File: src/rtl/alu_seq.sv
// alu_seq: sequential ALU with start/done handshake; single-cycle ops plus 16-step shift-add MUL.
// Result and flags hold between completions; reset (rst, active-low) is asynchronous.
module alu_seq #(
    parameter int WIDTH     = 16,
    parameter int MUL_STEPS = 16
) (
    input  logic             clk,
    input  logic             rst,
    input  logic             start,
    input  logic [3:0]       op,
    input  logic [WIDTH-1:0] A,
    input  logic [WIDTH-1:0] B,
    output logic [WIDTH-1:0] C,
    output logic             z,
    output logic             cy,
    output logic             busy,
    output logic             done
);
    typedef enum logic [1:0] {IDLE, EXEC, MUL} state_t;
    localparam int CW = $clog2(MUL_STEPS);
    localparam logic [3:0] OP_MUL = 4'b1010;

    state_t state_q, state_d;
    logic [CW-1:0] cnt_q;
    logic [3:0] op_q;
    logic [WIDTH-1:0] b_q, c_q, a_lo;
    logic [2*WIDTH-1:0] a_q, acc_q, acc_sum;
    logic [WIDTH:0] alu_r, res;
    logic z_q, cy_q, done_q, accept, mul_last, finish;

    assign accept   = state_q == IDLE && start;
    assign mul_last = state_q == MUL && cnt_q == CW'(MUL_STEPS - 1);
    assign finish   = state_q == EXEC || mul_last;
    assign a_lo     = a_q[WIDTH-1:0];

    always_ff @(posedge clk or negedge rst)
        if (!rst) state_q <= IDLE;
        else      state_q <= state_d;

    always_comb
        state_d = accept ? (op == OP_MUL ? MUL : EXEC) : finish ? IDLE : state_q;

    always_comb begin
        busy = state_q != IDLE;
        C    = c_q;
        z    = z_q;
        cy   = cy_q;
        done = done_q;
    end

    // bit WIDTH of alu_r is the carry/borrow flag
    always_comb begin
        alu_r = '0;
        case (op_q)
            4'h0:    alu_r = {1'b0, a_lo} + {1'b0, b_q};
            4'h1:    alu_r = {1'b0, a_lo} - {1'b0, b_q};
            4'h2:    alu_r = {1'b0, a_lo & b_q};
            4'h3:    alu_r = {1'b0, a_lo | b_q};
            4'h4:    alu_r = {1'b0, a_lo ^ b_q};
            4'h5:    alu_r = {1'b0, a_lo};
            4'h6:    alu_r = {1'b0, b_q};
            4'h7:    alu_r = {1'b0, a_lo} + (WIDTH+1)'(1);
            4'h8:    alu_r = {a_lo, 1'b0};
            4'h9:    alu_r = {a_lo[0], 1'b0, a_lo[WIDTH-1:1]};
            default: alu_r = '0;
        endcase
    end

    // multiplicand shifts left and multiplier right, one partial product per step
    assign acc_sum = acc_q + (b_q[0] ? a_q : '0);
    assign res     = state_q == MUL ? {|acc_sum[2*WIDTH-1:WIDTH], acc_sum[WIDTH-1:0]} : alu_r;

    always_ff @(posedge clk or negedge rst)
        if (!rst) begin
            op_q   <= '0;
            a_q    <= '0;
            b_q    <= '0;
            acc_q  <= '0;
            cnt_q  <= '0;
            c_q    <= '0;
            z_q    <= 1'b0;
            cy_q   <= 1'b0;
            done_q <= 1'b0;
        end else begin
            done_q <= finish;
            if (accept) begin
                op_q  <= op;
                a_q   <= {{WIDTH{1'b0}}, A};
                b_q   <= B;
                acc_q <= '0;
                cnt_q <= '0;
            end else if (state_q == MUL) begin
                a_q   <= a_q << 1;
                b_q   <= b_q >> 1;
                acc_q <= acc_sum;
                cnt_q <= cnt_q + CW'(1);
            end
            if (finish) begin
                c_q  <= res[WIDTH-1:0];
                cy_q <= res[WIDTH];
                z_q  <= res[WIDTH-1:0] == '0;
            end
        end
endmodule

File: config.mk
export PLATFORM = sky130hd
export DESIGN_NAME = alu_seq
export DESIGN_NICKNAME = d
export VERILOG_FILES = /design/src/rtl/alu_seq.sv
export SDC_FILE = /design/constraint.sdc
export NUM_CORES = 1
export LEC_CHECK = 0
export BUFFER_PORTS_ARGS = -buffer_cell sky130_fd_sc_hd__buf_2
export CAP_MARGIN = 5
export CELL_PAD_IN_SITES_DETAIL_PLACEMENT = 1
export CELL_PAD_IN_SITES_GLOBAL_PLACEMENT = 1
export CORE_MARGIN = 3
export CORE_UTILIZATION = 44
export CTS_BUF_LIST = sky130_fd_sc_hd__clkbuf_8
export DETAILED_ROUTE_END_ITERATION = 7
export HOLD_SLACK_MARGIN = 0.15
export PLACE_DENSITY_LB_ADDON = 0.1
export SLEW_MARGIN = 25
export SYNTH_ARGS = -nofsm -noshare
export SYNTH_HDL_FRONTEND = slang
export SYNTH_SLANG_ARGS = --single-unit
File: constraint.sdc
create_clock -name clk -period 10.05 [get_ports clk]
set_input_delay 1.005 -clock clk [delete_from_list [all_inputs] [get_ports clk]]
set_output_delay 1.005 -clock clk [all_outputs]
set_load 0.05 [all_outputs]
==> insert_results.sql <==
INSERT INTO impl_metrics (metric_group, metric, value, unit) VALUES
('outcome', 'outcome', 'complete, no violations', ''),
('sta', 'finalClockSkew', '0.02247', 'ns'),
('route', 'drt_iter0_markers', '540', ''),
('sta', 'slew_viol_final', '0', ''),
('place', 'count_of_port_buffers_added_during_placement', '58', ''),
('sta', 'fin_setup_tns', '0', 'ns'),
('power', 'pwr_density_cell', '75.64', 'nW/um^2'),
('grt', 'global_route_wire_length_before_repair', '50.92', 'mm'),
('yosys', 'syn_area_per_cell', '8.270', 'sq um'),
('route', 'dr_total_vias', '8749', ''),
('grt', 'number_of_global_route_vias_before_repair', '8895', ''),
('yosys', 'synth.cell_area', '9196', 'sq um'),
('sta', 'worst_slew_margin_relative_to_its_limit', '0.2904', ''),
('finish', 'diodes', '0', ''),
('grt', 'grt_use_met2', '0.4427', ''),
('yosys', 'ys.flop_type', 'sky130_fd_sc_hd__dfrtp_1', ''),
('sta', 'setup_viol', '0', ''),
('floorplan', 'ios', '59', ''),
('finish', 'drive_above_1_share', '0.1102', ''),
('sta', 'rsz0062_at_grt', 'false', ''),
('route', 'route.antenna.remaining_nets', '0', ''),
('route', 'drt_first_pass_iters', '5', ''),
('finish', 'register_area', '2728', 'sq um'),
('clocking', 'cts_post_setup_buffers_inserted', '0', ''),
('place', 'routability_driven_placement_congestion_ratio', '0.9294', ''),
('sta', 'hold_viol_final', '0', ''),
('yosys', 'synth_cell_type_count', '86', ''),
('route', 'detail_route.wl_per_cell', '22.48', 'um'),
('worst_setup_path', 'r2r_setup_slack', '5.07', 'ns'),
('min_path', 'hold_removal_path_class', 'reg -> reg', ''),
('route', 'drc_errors', '0', ''),
('yosys', 'yosys_register_bits', '109', ''),
('worst_setup_path', 'worst_reg2reg_path_startpoint', 'op_q[2]$_DFFE_PN0P_', ''),
('power', 'irDropWorstVdd', '0.00005856', 'V'),
('finish', 'layout.cells.most_common', 'sky130_fd_sc_hd__nand2_1', ''),
('worst_setup_path', 'r2r_cells', '14', ''),
('worst_setup_path', 'worst_r2r_endpoint', 'z$_DFFE_PN0P_', ''),
('floorplan', 'floorplan.die.height', '150.6', 'um'),
('worst_setup_path', 'worst-endpoint-arrival', '5.29', 'ns'),
('floorplan', 'die-width', '150.6', 'um'),
('worst_setup_path', 'crit_path_end', 'z$_DFFE_PN0P_', ''),
('clocking', 'tritoncts_clock_tree', 'done', ''),
('clocking', 'cts-resized-gates', '0', ''),
('grt', 'track_usage', '0.2868', ''),
('yosys', 'synth_edf_count', '0', ''),
('grt', 'globalRouteMet1Util', '0.4242', ''),
('finish', 'finish.instance_area', '9897', 'sq um'),
('yosys', 'synth_async_sr_flop_share', '1.000', ''),
('grt', 'global_route.peak_usage_layer', 'met2', ''),
('finish', 'design.final.nets', '1262', ''),
('sta', 'finalWorstPathRequiredPeriod', '4.977', 'ns'),
('worst_setup_path', 'crit_start', 'op_q[2]$_DFFE_PN0P_', ''),
('floorplan', 'die_area', '22670', 'sq um'),
('yosys', 'synth-seq-area-share', '0.2966', ''),
('yosys', 'synthesis.nets', '1236', ''),
('worst_setup_path', 'start_kind', 'flip-flop', ''),
('clocking', 'clk_pin_slew_worst_paths', '0.14', 'ns'),
('route', 'avgViaCountPerCell', '6.192', ''),
('floorplan', 'initial_standard_cell_utilization_of_the_core', '0.4516', ''),
('sta', 'timing_worst_slew_pin_value', '1.062', 'ns'),
('grt', 'gr-total-overflow', '0', ''),
('finish', 'multiInputGateArea', '6055', 'sq um'),
('clocking', 'cts.htree.levels', '3', ''),
('finish', 'area_growth_synth_to_finish', '7.619', '%'),
('floorplan', 'fp.coreArea', '20360', 'sq um'),
('worst_setup_path', 'worst-setup-path-type', 'reg -> reg', ''),
('grt', 'grt_antenna_before_repair', '0', ''),
('power', 'power_leakage', '4.487', 'nW'),
('place', 'dp.final_hpwl', '23.71', 'mm'),
('sta', 'final.period_utilization', '0.4952', ''),
('finish', 'top_library_cells_by_usage_in_the_layout_fill_and_taps_aside', 'sky130_fd_sc_hd__nand2_1 (147), sky130_fd_sc_hd__nor2_1 (116), sky130_fd_sc_hd__dfrtp_1 (109)', '');
power breakdown:
group | switching, mW | internal, mW
Combinational | 0.0116 | 0.00580
Clock | 0.194 | 0.0985
Sequential | 0 | 0.438
metal layers:
metal / routed length [um] / part of all wire
met3: 1641 / 0.052
met1: 15560 / 0.49
met5: 0 / 0
met2: 14100 / 0.44
met4: 462 / 0.015
kinds of logic after synthesis:
logic type / after synthesis / share of synthesized area
buf+inv: 107 / 0.04857
mux: 22 / 0.02626
simple gates: 416 / 0.2112
compound gates: 332 / 0.2611
fa+ha+maj: 85 / 0.1173
xor+xnor: 41 / 0.03905
flops: 109 / 0.2966
synthesized netlist by cell type, drive strengths merged (11+ instances only):
master,number
and2,19
a221o,32
a211oi,12
a21o,21
nand3,42
ha,83
buf,20
and3,11
a31oi,12
dfrtp,109
xor2,11
mux2,14
inv,54
nor3,18
a21oi,73
clkbuf,33
nand2,148
o21ai,57
a22oi,15
a221oi,14
nor2,120
xnor2,30
area by class of cell:
type | instances | share of cell area
inverters | 54 | 0.02048
well taps | 270 | 0.03413
repair buffers | 68 | 0.03717
flip-flops and latches | 109 | 0.2756
clock inverters | 7 | 0.008344
multi-input cells | 896 | 0.6118
clock buffers | 9 | 0.01252
flip-flops by register name (all words and copies together), names as in the netlist:
name	flops
a_q	32
acc_q	32
C	16
b_q	16
cnt_q	4
op_q	4
state_q	2
cy	1
done	1
z	1
critical path: stages (launching register included):
cell and delay (ns):
sky130_fd_sc_hd__dfrtp_1 0.94, sky130_fd_sc_hd__nand2_1 0.41, sky130_fd_sc_hd__nor2_2 0.62, sky130_fd_sc_hd__nor2_1 0.12, sky130_fd_sc_hd__a22o_1 0.23, sky130_fd_sc_hd__ha_1 0.29
sky130_fd_sc_hd__a211oi_1 0.37, sky130_fd_sc_hd__o211ai_1 0.20, sky130_fd_sc_hd__a41o_1 0.30, sky130_fd_sc_hd__a21oi_2 0.19, sky130_fd_sc_hd__o21ai_0 0.09, sky130_fd_sc_hd__a221oi_1 0.42
sky130_fd_sc_hd__xor2_1 0.21, sky130_fd_sc_hd__o21ai_0 0.16, sky130_fd_sc_hd__o41ai_2 0.31
metrics by stage:
step / util / std cells / power [mW] / worst slack, ns / hold slack (ns)
5_1_grt: 0.4860 / 1413 / 0.7764 / 4.673 / 0.5306
6_report: 0.4860 / 1413 / 0.7486 / 5.073 / 0.5038
3_5_place_dp: 0.4755 / 1397 / 0.4650 / 4.991 / 0.4744
3_3_place_gp: 0.4755 / 1397 / 0.4645 / 4.962 / 0.4670
2_1_floorplan: - / 1112 / 0.4474 / 6.285 / 0.4501
4_1_cts: 0.4856 / 1413 / 0.7586 / 4.940 / 0.5043
how the worst min path moves through the flow:
stage | slack, ns | end | start | cells past startpoint
finish | 0.50 | cnt_q[3]$_DFFE_PN0P_ | cnt_q[3]$_DFFE_PN0P_ | 1
detailed placement | 0.47 | acc_q[7]$_DFFE_PN0P_ | acc_q[7]$_DFFE_PN0P_ | 2
floorplan | 0.45 | cnt_q[3]$_DFFE_PN0P_ | cnt_q[3]$_DFFE_PN0P_ | 1
CTS | 0.50 | cnt_q[3]$_DFFE_PN0P_ | cnt_q[3]$_DFFE_PN0P_ | 1
global route | 0.53 | acc_q[14]$_DFFE_PN0P_ | acc_q[14]$_DFFE_PN0P_ | 2
global placement | 0.47 | acc_q[5]$_DFFE_PN0P_ | acc_q[5]$_DFFE_PN0P_ | 2
Note: power is estimated with default switching activity, not from simulation.
